--- config.mk ---
export PLATFORM = sky130hd
export DESIGN_NAME = selection_sort_param
export DESIGN_NICKNAME = d
export VERILOG_FILES = /design/src/rtl/selection_sort_param.sv
export SDC_FILE = /design/constraint.sdc
export NUM_CORES = 1
export LEC_CHECK = 0
export CORE_AREA = 2 2 77 79
export CTS_CLUSTER_SIZE = 8
export DETAILED_ROUTE_END_ITERATION = 7
export DIE_AREA = 0 0 79 81
export GPL_TIMING_DRIVEN = 0
export PLACE_DENSITY = 0.84
export SLEW_MARGIN = 10
export SYNTH_ARGS = -nofsm -noshare
export SYNTH_HDL_FRONTEND = slang
export SYNTH_SLANG_ARGS = --single-unit
--- constraint.sdc ---
create_clock -name clk -period 5 [get_ports clk]
set_input_delay 1 -clock clk [delete_from_list [all_inputs] [get_ports clk]]
set_output_delay 1 -clock clk [all_outputs]
set_load 0.01 [all_outputs]
--- src/rtl/selection_sort_param.sv ---
// In-place selection sort of N words held in an external 1-cycle-latency RAM.
// Optional SORT_STATS_EN adds a swap_cnt output counting swaps in the last run.
module selection_sort_param #(
    parameter int DATA_W = 8,
    parameter int ADDR_W = 8,
    parameter int N      = 11,
    parameter int BASE   = 0
) (
    input  logic              clk,
    input  logic              rst_n,
    input  logic              start,
    input  logic              descend,
    output logic              rdy,
    output logic              done,
    input  logic [DATA_W-1:0] rddata,
    output logic [DATA_W-1:0] wrdata,
    output logic [ADDR_W-1:0] addr,
`ifdef SORT_STATS_EN
    output logic [ADDR_W-1:0] swap_cnt,
`endif
    output logic              wren
);
    typedef enum logic [3:0] {
        IDLE, RD_I, WT_I, RD_J, CMP, WR_A, WR_B, NEXT, DONE
    } state_t;

    localparam logic [ADDR_W-1:0] BASE_A = ADDR_W'(BASE);
    localparam logic [ADDR_W-1:0] LAST_J = ADDR_W'(N - 1);
    localparam logic [ADDR_W-1:0] LAST_I = ADDR_W'(N - 2);

    state_t              r_state, w_next;
    logic [ADDR_W-1:0]   r_i, r_j, r_min_idx, r_addr, w_addr, w_new_idx;
    logic [DATA_W-1:0]   r_min_val, r_cur_val, r_wrdata, w_wrdata;
    logic                r_desc, w_better, w_wren;

    // Strict compare so equal values never displace the current extreme.
    assign w_better  = r_desc ? (rddata > r_min_val) : (rddata < r_min_val);
    assign w_new_idx = w_better ? r_j : r_min_idx;

    always_comb begin
        w_next   = r_state;
        w_addr   = r_addr;
        w_wrdata = r_wrdata;
        w_wren   = 1'b0;
        case (r_state)
            IDLE: if (start) w_next = (N == 1) ? DONE : RD_I;
            RD_I: begin
                w_addr = BASE_A + r_i;
                w_next = WT_I;
            end
            WT_I: w_next = RD_J;
            RD_J: begin
                w_addr = BASE_A + r_j;
                w_next = CMP;
            end
            CMP: begin
                if (r_j == LAST_J) w_next = (w_new_idx != r_i) ? WR_A : NEXT;
                else               w_next = RD_J;
            end
            WR_A: begin
                w_addr   = BASE_A + r_min_idx;
                w_wrdata = r_cur_val;
                w_wren   = 1'b1;
                w_next   = WR_B;
            end
            WR_B: begin
                w_addr   = BASE_A + r_i;
                w_wrdata = r_min_val;
                w_wren   = 1'b1;
                w_next   = NEXT;
            end
            NEXT:    w_next = (r_i == LAST_I) ? DONE : RD_I;
            DONE:    w_next = IDLE;
            default: w_next = IDLE;
        endcase
    end

    // Address/data are driven combinationally in their states and held otherwise.
    assign addr   = w_addr;
    assign wrdata = w_wrdata;
    assign wren   = w_wren;
    assign rdy    = (r_state == IDLE);
    assign done   = (r_state == DONE);

    always_ff @(posedge clk or negedge rst_n) begin
        if (!rst_n) begin
            r_state   <= IDLE;
            r_i       <= '0;
            r_j       <= '0;
            r_min_idx <= '0;
            r_min_val <= '0;
            r_cur_val <= '0;
            r_desc    <= 1'b0;
            r_addr    <= '0;
            r_wrdata  <= '0;
        end else begin
            r_state  <= w_next;
            r_addr   <= w_addr;
            r_wrdata <= w_wrdata;
            case (r_state)
                IDLE: if (start) begin
                    r_i    <= '0;
                    r_desc <= descend;
                end
                WT_I: begin
                    r_cur_val <= rddata;
                    r_min_val <= rddata;
                    r_min_idx <= r_i;
                    r_j       <= r_i + 1'b1;
                end
                CMP: begin
                    if (w_better) begin
                        r_min_val <= rddata;
                        r_min_idx <= r_j;
                    end
                    if (r_j != LAST_J) r_j <= r_j + 1'b1;
                end
                NEXT: if (r_i != LAST_I) r_i <= r_i + 1'b1;
                default: ;
            endcase
        end
    end

`ifdef SORT_STATS_EN
    logic [ADDR_W-1:0] r_swap_cnt;
    always_ff @(posedge clk or negedge rst_n) begin
        if (!rst_n)                        r_swap_cnt <= '0;
        else if (r_state == IDLE && start) r_swap_cnt <= '0;
        else if (r_state == WR_B)          r_swap_cnt <= r_swap_cnt + 1'b1;
    end
    assign swap_cnt = r_swap_cnt;
`endif
endmodule

==> load_flow_metrics.sql <==
INSERT INTO impl_metrics (metric_group, metric, value, unit) VALUES
('status', 'outcome', 'completed', ''),
('global_routing', 'grt_usage', '28.4', '%'),
('synth', 'yosys_warn_count', '0', ''),
('pwr', 'p_clk_share', '16.5', '%'),
('timing', 'period_share', '86.4', '%'),
('job', 'drv_cap', '0', ''),
('clock_network', 'path_clk_slew', '0.07', 'ns'),
('synth', 'synth-seq-cells', '61', ''),
('synth', 'synth_top_cells_by_count', '67 x nand2_1, 61 x dfrtp_1, 33 x nor2_1', ''),
('clock_network', 'cts_tree', 'built', ''),
('synth', 'compound_gate_portion_of_the_synthesized_area', '17.3', '%'),
('global_routing', 'grt_start_max_net_pins', '62', ''),
('synth', 'number_of_enable_flip_flop_cells_after_synthesis', '0', ''),
('clock_network', 'cts_root_buffer', 'clkbuf_8', ''),
('synth', 'synthesis.area', '3370', 'um2'),
('clock_network', 'clock_tree.buffer_depth', '2', ''),
('synth', 'synth_seq_area_share', '45.3', '%'),
('finish', 'fin_nets', '444', ''),
('timing', 'final.setup_skew', '0.00831', 'ns'),
('synth', 'synthTopCellsByArea', 'dfrtp_1 45%, nand2_1 7.5%, ha_1 4.5%, nor2_1 3.7%, o21ai_1 3.6%', ''),
('worst_setup_path', 'cp_max_fo', '10', ''),
('drt', 'post-route-drc-count', '0', ''),
('synth', 'muxShareOfSynthArea', '2.45', '%'),
('clock_network', 'number_of_levels_the_h_tree_was_split_into', '3', ''),
('placement', 'dpl_cell_area', '3760', 'um2'),
('drt', 'vias', '3019', ''),
('global_routing', 'grt-ovfl-total', '0', ''),
('finish', 'area_growth', '17.1', '%'),
('synth', 'top_area_cell_type_share_of_the_netlist_area', '45.3', '%'),
('worst_setup_path', 'worst_ep_arrival_time', '3.32', 'ns'),
('drt', 'drt-vias-per-instance', '6.06', ''),
('finish', 'fillCellCount', '439', ''),
('pwr', 'cellPowerDensity', '630', 'nW/um2'),
('timing', 'setup_viol', '0', ''),
('drt', 'drtIter0Drc', '330', ''),
('finish', 'final_design_area_no_fill', '3940', 'um2'),
('synth', 'synth_fp_nets', '403', ''),
('global_routing', 'antenna_found_initial', '0', ''),
('synth', 'synth_area_leader_cell', 'dfrtp_1', ''),
('clock_network', 'buffers_inserted_during_post_cts_setup_optimization', '0', ''),
('worst_hold_path', 'min-delay-path-class', 'reg2reg', ''),
('timing', 'max_slew_margin', '23.3', '%'),
('timing', 'rsz0062_at_grt', 'no', ''),
('pwr', 'seqPwrFrac', '32.7', '%'),
('finish', 'post_route_cells_drive_above_1_share', '5.91', '%'),
('timing', 'final_period_demand_of_the_worst_path', '4.32', 'ns'),
('synth', 'fraction_of_the_mapped_netlist_area_in_adder_cells', '4.46', '%'),
('floorplanning', 'dieHeight', '81', 'um'),
('pwr', 'switching_power', '1030', 'uW'),
('synth', 'synth_simple_gate_area_share', '21.5', '%'),
('floorplanning', 'die-area', '6400', 'um2'),
('synth', 'flip_flop_cell_with_the_highest_count_after_synthesis', 'dfrtp_1', ''),
('pwr', 'sw_frac_of_total', '41.4', '%'),
('timing', 'timing.fmax', '232', 'MHz'),
('floorplanning', 'start_util', '59.3', '%'),
('floorplanning', 'num_io_pins', '31', ''),
('worst_setup_path', 'critPathCaptureType', 'output pin', ''),
('pwr', 'vdd_ir_drop_max', '319', 'uV'),
('worst_setup_path', 'criticalPathCategory', 'reg2out', ''),
('drt', 'totalWireLength', '8.46', 'mm'),
('pwr', 'finalPower', '2480', 'uW'),
('placement', 'dp_hpwl', '5.90', 'mm'),
('floorplanning', 'floorplan.die.width', '79', 'um'),
('drt', 'first_pass_iters', '7', ''),
('timing', 'setup_tns', '0', 'ns'),
('drt', 'route.detailed.wl_per_inst', '17.0', 'um'),
('synth', 'asyncSetResetFlopFracSynth', '100', '%'),
('floorplanning', 'num_rows', '28', ''),
('synth', 'synthMostInstantiatedCell', 'nand2_1', ''),
('clock_network', 'postCtsHoldBufs', '0', ''),
('pwr', 'combinationalPowerShare', '50.8', '%');
## per-layer routing
metal | track usage (%) | part of all wire, % | wire (um)
met1 | 38.0 | 43 | 3680
met2 | 43.8 | 46 | 3910
met3 | 7.22 | 7.6 | 642
met4 | 12.6 | 2.8 | 234
met5 | 0 | 0 | 0
## worst max-delay path: stages (launching register included)
cell	delay [ns]
dfrtp_1	0.32
clkbuf_1	0.27
nand2b_1	0.13
clkbuf_1	0.27
nor2_1	0.58
clkbuf_1	0.49
a222oi_1	0.18
nand2_1	0.17
clkdlybuf4s50_1	0.57
## layout by cell type (no fill, tap or decap), types with 2 or more instances in the layout
| cell | instances |
|---|---|
| nand2_1 | 67 |
| dfrtp_1 | 61 |
| nor2_1 | 33 |
| clkdlybuf4s50_1 | 29 |
| o21ai_1 | 24 |
| clkbuf_1 | 23 |
| inv_1 | 17 |
| nor3_1 | 13 |
| clkbuf_8 | 13 |
| ha_1 | 12 |
| a21oi_1 | 10 |
| o22ai_1 | 10 |
| and3_1 | 9 |
| nand2b_1 | 8 |
| a222oi_1 | 8 |
| xnor2_1 | 8 |
| a221o_1 | 7 |
| mux2i_1 | 6 |
| o22a_1 | 5 |
| nand3_1 | 5 |
| xor2_1 | 5 |
| nor4b_1 | 4 |
| nor2b_1 | 4 |
| buf_2 | 3 |
| a31oi_1 | 3 |
| o21ai_0 | 3 |
| buf_1 | 2 |
| a22oi_1 | 2 |
| or3_1 | 2 |
| nand4_1 | 2 |
| and2_1 | 2 |
| mux2_1 | 2 |
| o211ai_1 | 2 |
## cells by family after synthesis
kind of cell    Yosys count
xor+xnor                 13
mux                       8
fa+ha+maj                12
flops                    61
buf+inv                  47
simple gates            155
compound gates           83
## state kept, by name, indices dropped and copies added (netlist names)
name and cells:
r_addr 8, r_cur_val 8, r_desc 1, r_i 8, r_j 8, r_min_idx 8, r_min_val 8, r_state 4
r_wrdata 8
## power by group through the flow
stage	clock [uW]	combinational, uW	sequential, uW
finish	411	1260	811
global route	436	1390	831
CTS	415	1250	805
detailed placement	0	1240	814
global placement	0	1200	804
floorplan	0	846	777
## through the flow
step	worst slack, ns	std cells
2_1_floorplan	2.03	379
3_3_place_gp	1.02	484
3_5_place_dp	1.08	484
4_1_cts	0.688	498
5_1_grt	0.440	498
6_report	0.681	498
## cell type report
class,count,area [um2],area share (%)
Timing Repair Buffer,30,298,7.55
Buffer,29,120,3.05
Clock buffer,13,179,4.54
Clock inverter,1,5.00,0.127
Inverter,18,67.6,1.71
Sequential cell,61,1530,38.7
Multi-Input combinational cell,271,1650,41.9
Tap cell,75,93.8,2.38
## worst paths after layout
path / from / slack [ns] / depth (start not counted) / end
setup / recovery: r_state[2]$_DFFE_PN0P_ / 0.68 / 8 / addr[1]
hold / removal: r_addr[7]$_DFF_PN0_ / 0.47 / 2 / r_addr[7]$_DFF_PN0_
setup reg to reg: r_min_val[1]$_DFFE_PN0P_ / 2.30 / 11 / r_state[1]$_DFFE_PN0P_
hold reg to reg: r_addr[7]$_DFF_PN0_ / 0.47 / 2 / r_addr[7]$_DFF_PN0_
max in group asynchronous: rst_n / 3.77 / 1 / r_min_val[2]$_DFFE_PN0P_
min in group asynchronous: rst_n / 0.72 / 1 / r_min_idx[7]$_DFFE_PN0P_
(Power assumes the default switching activity.)
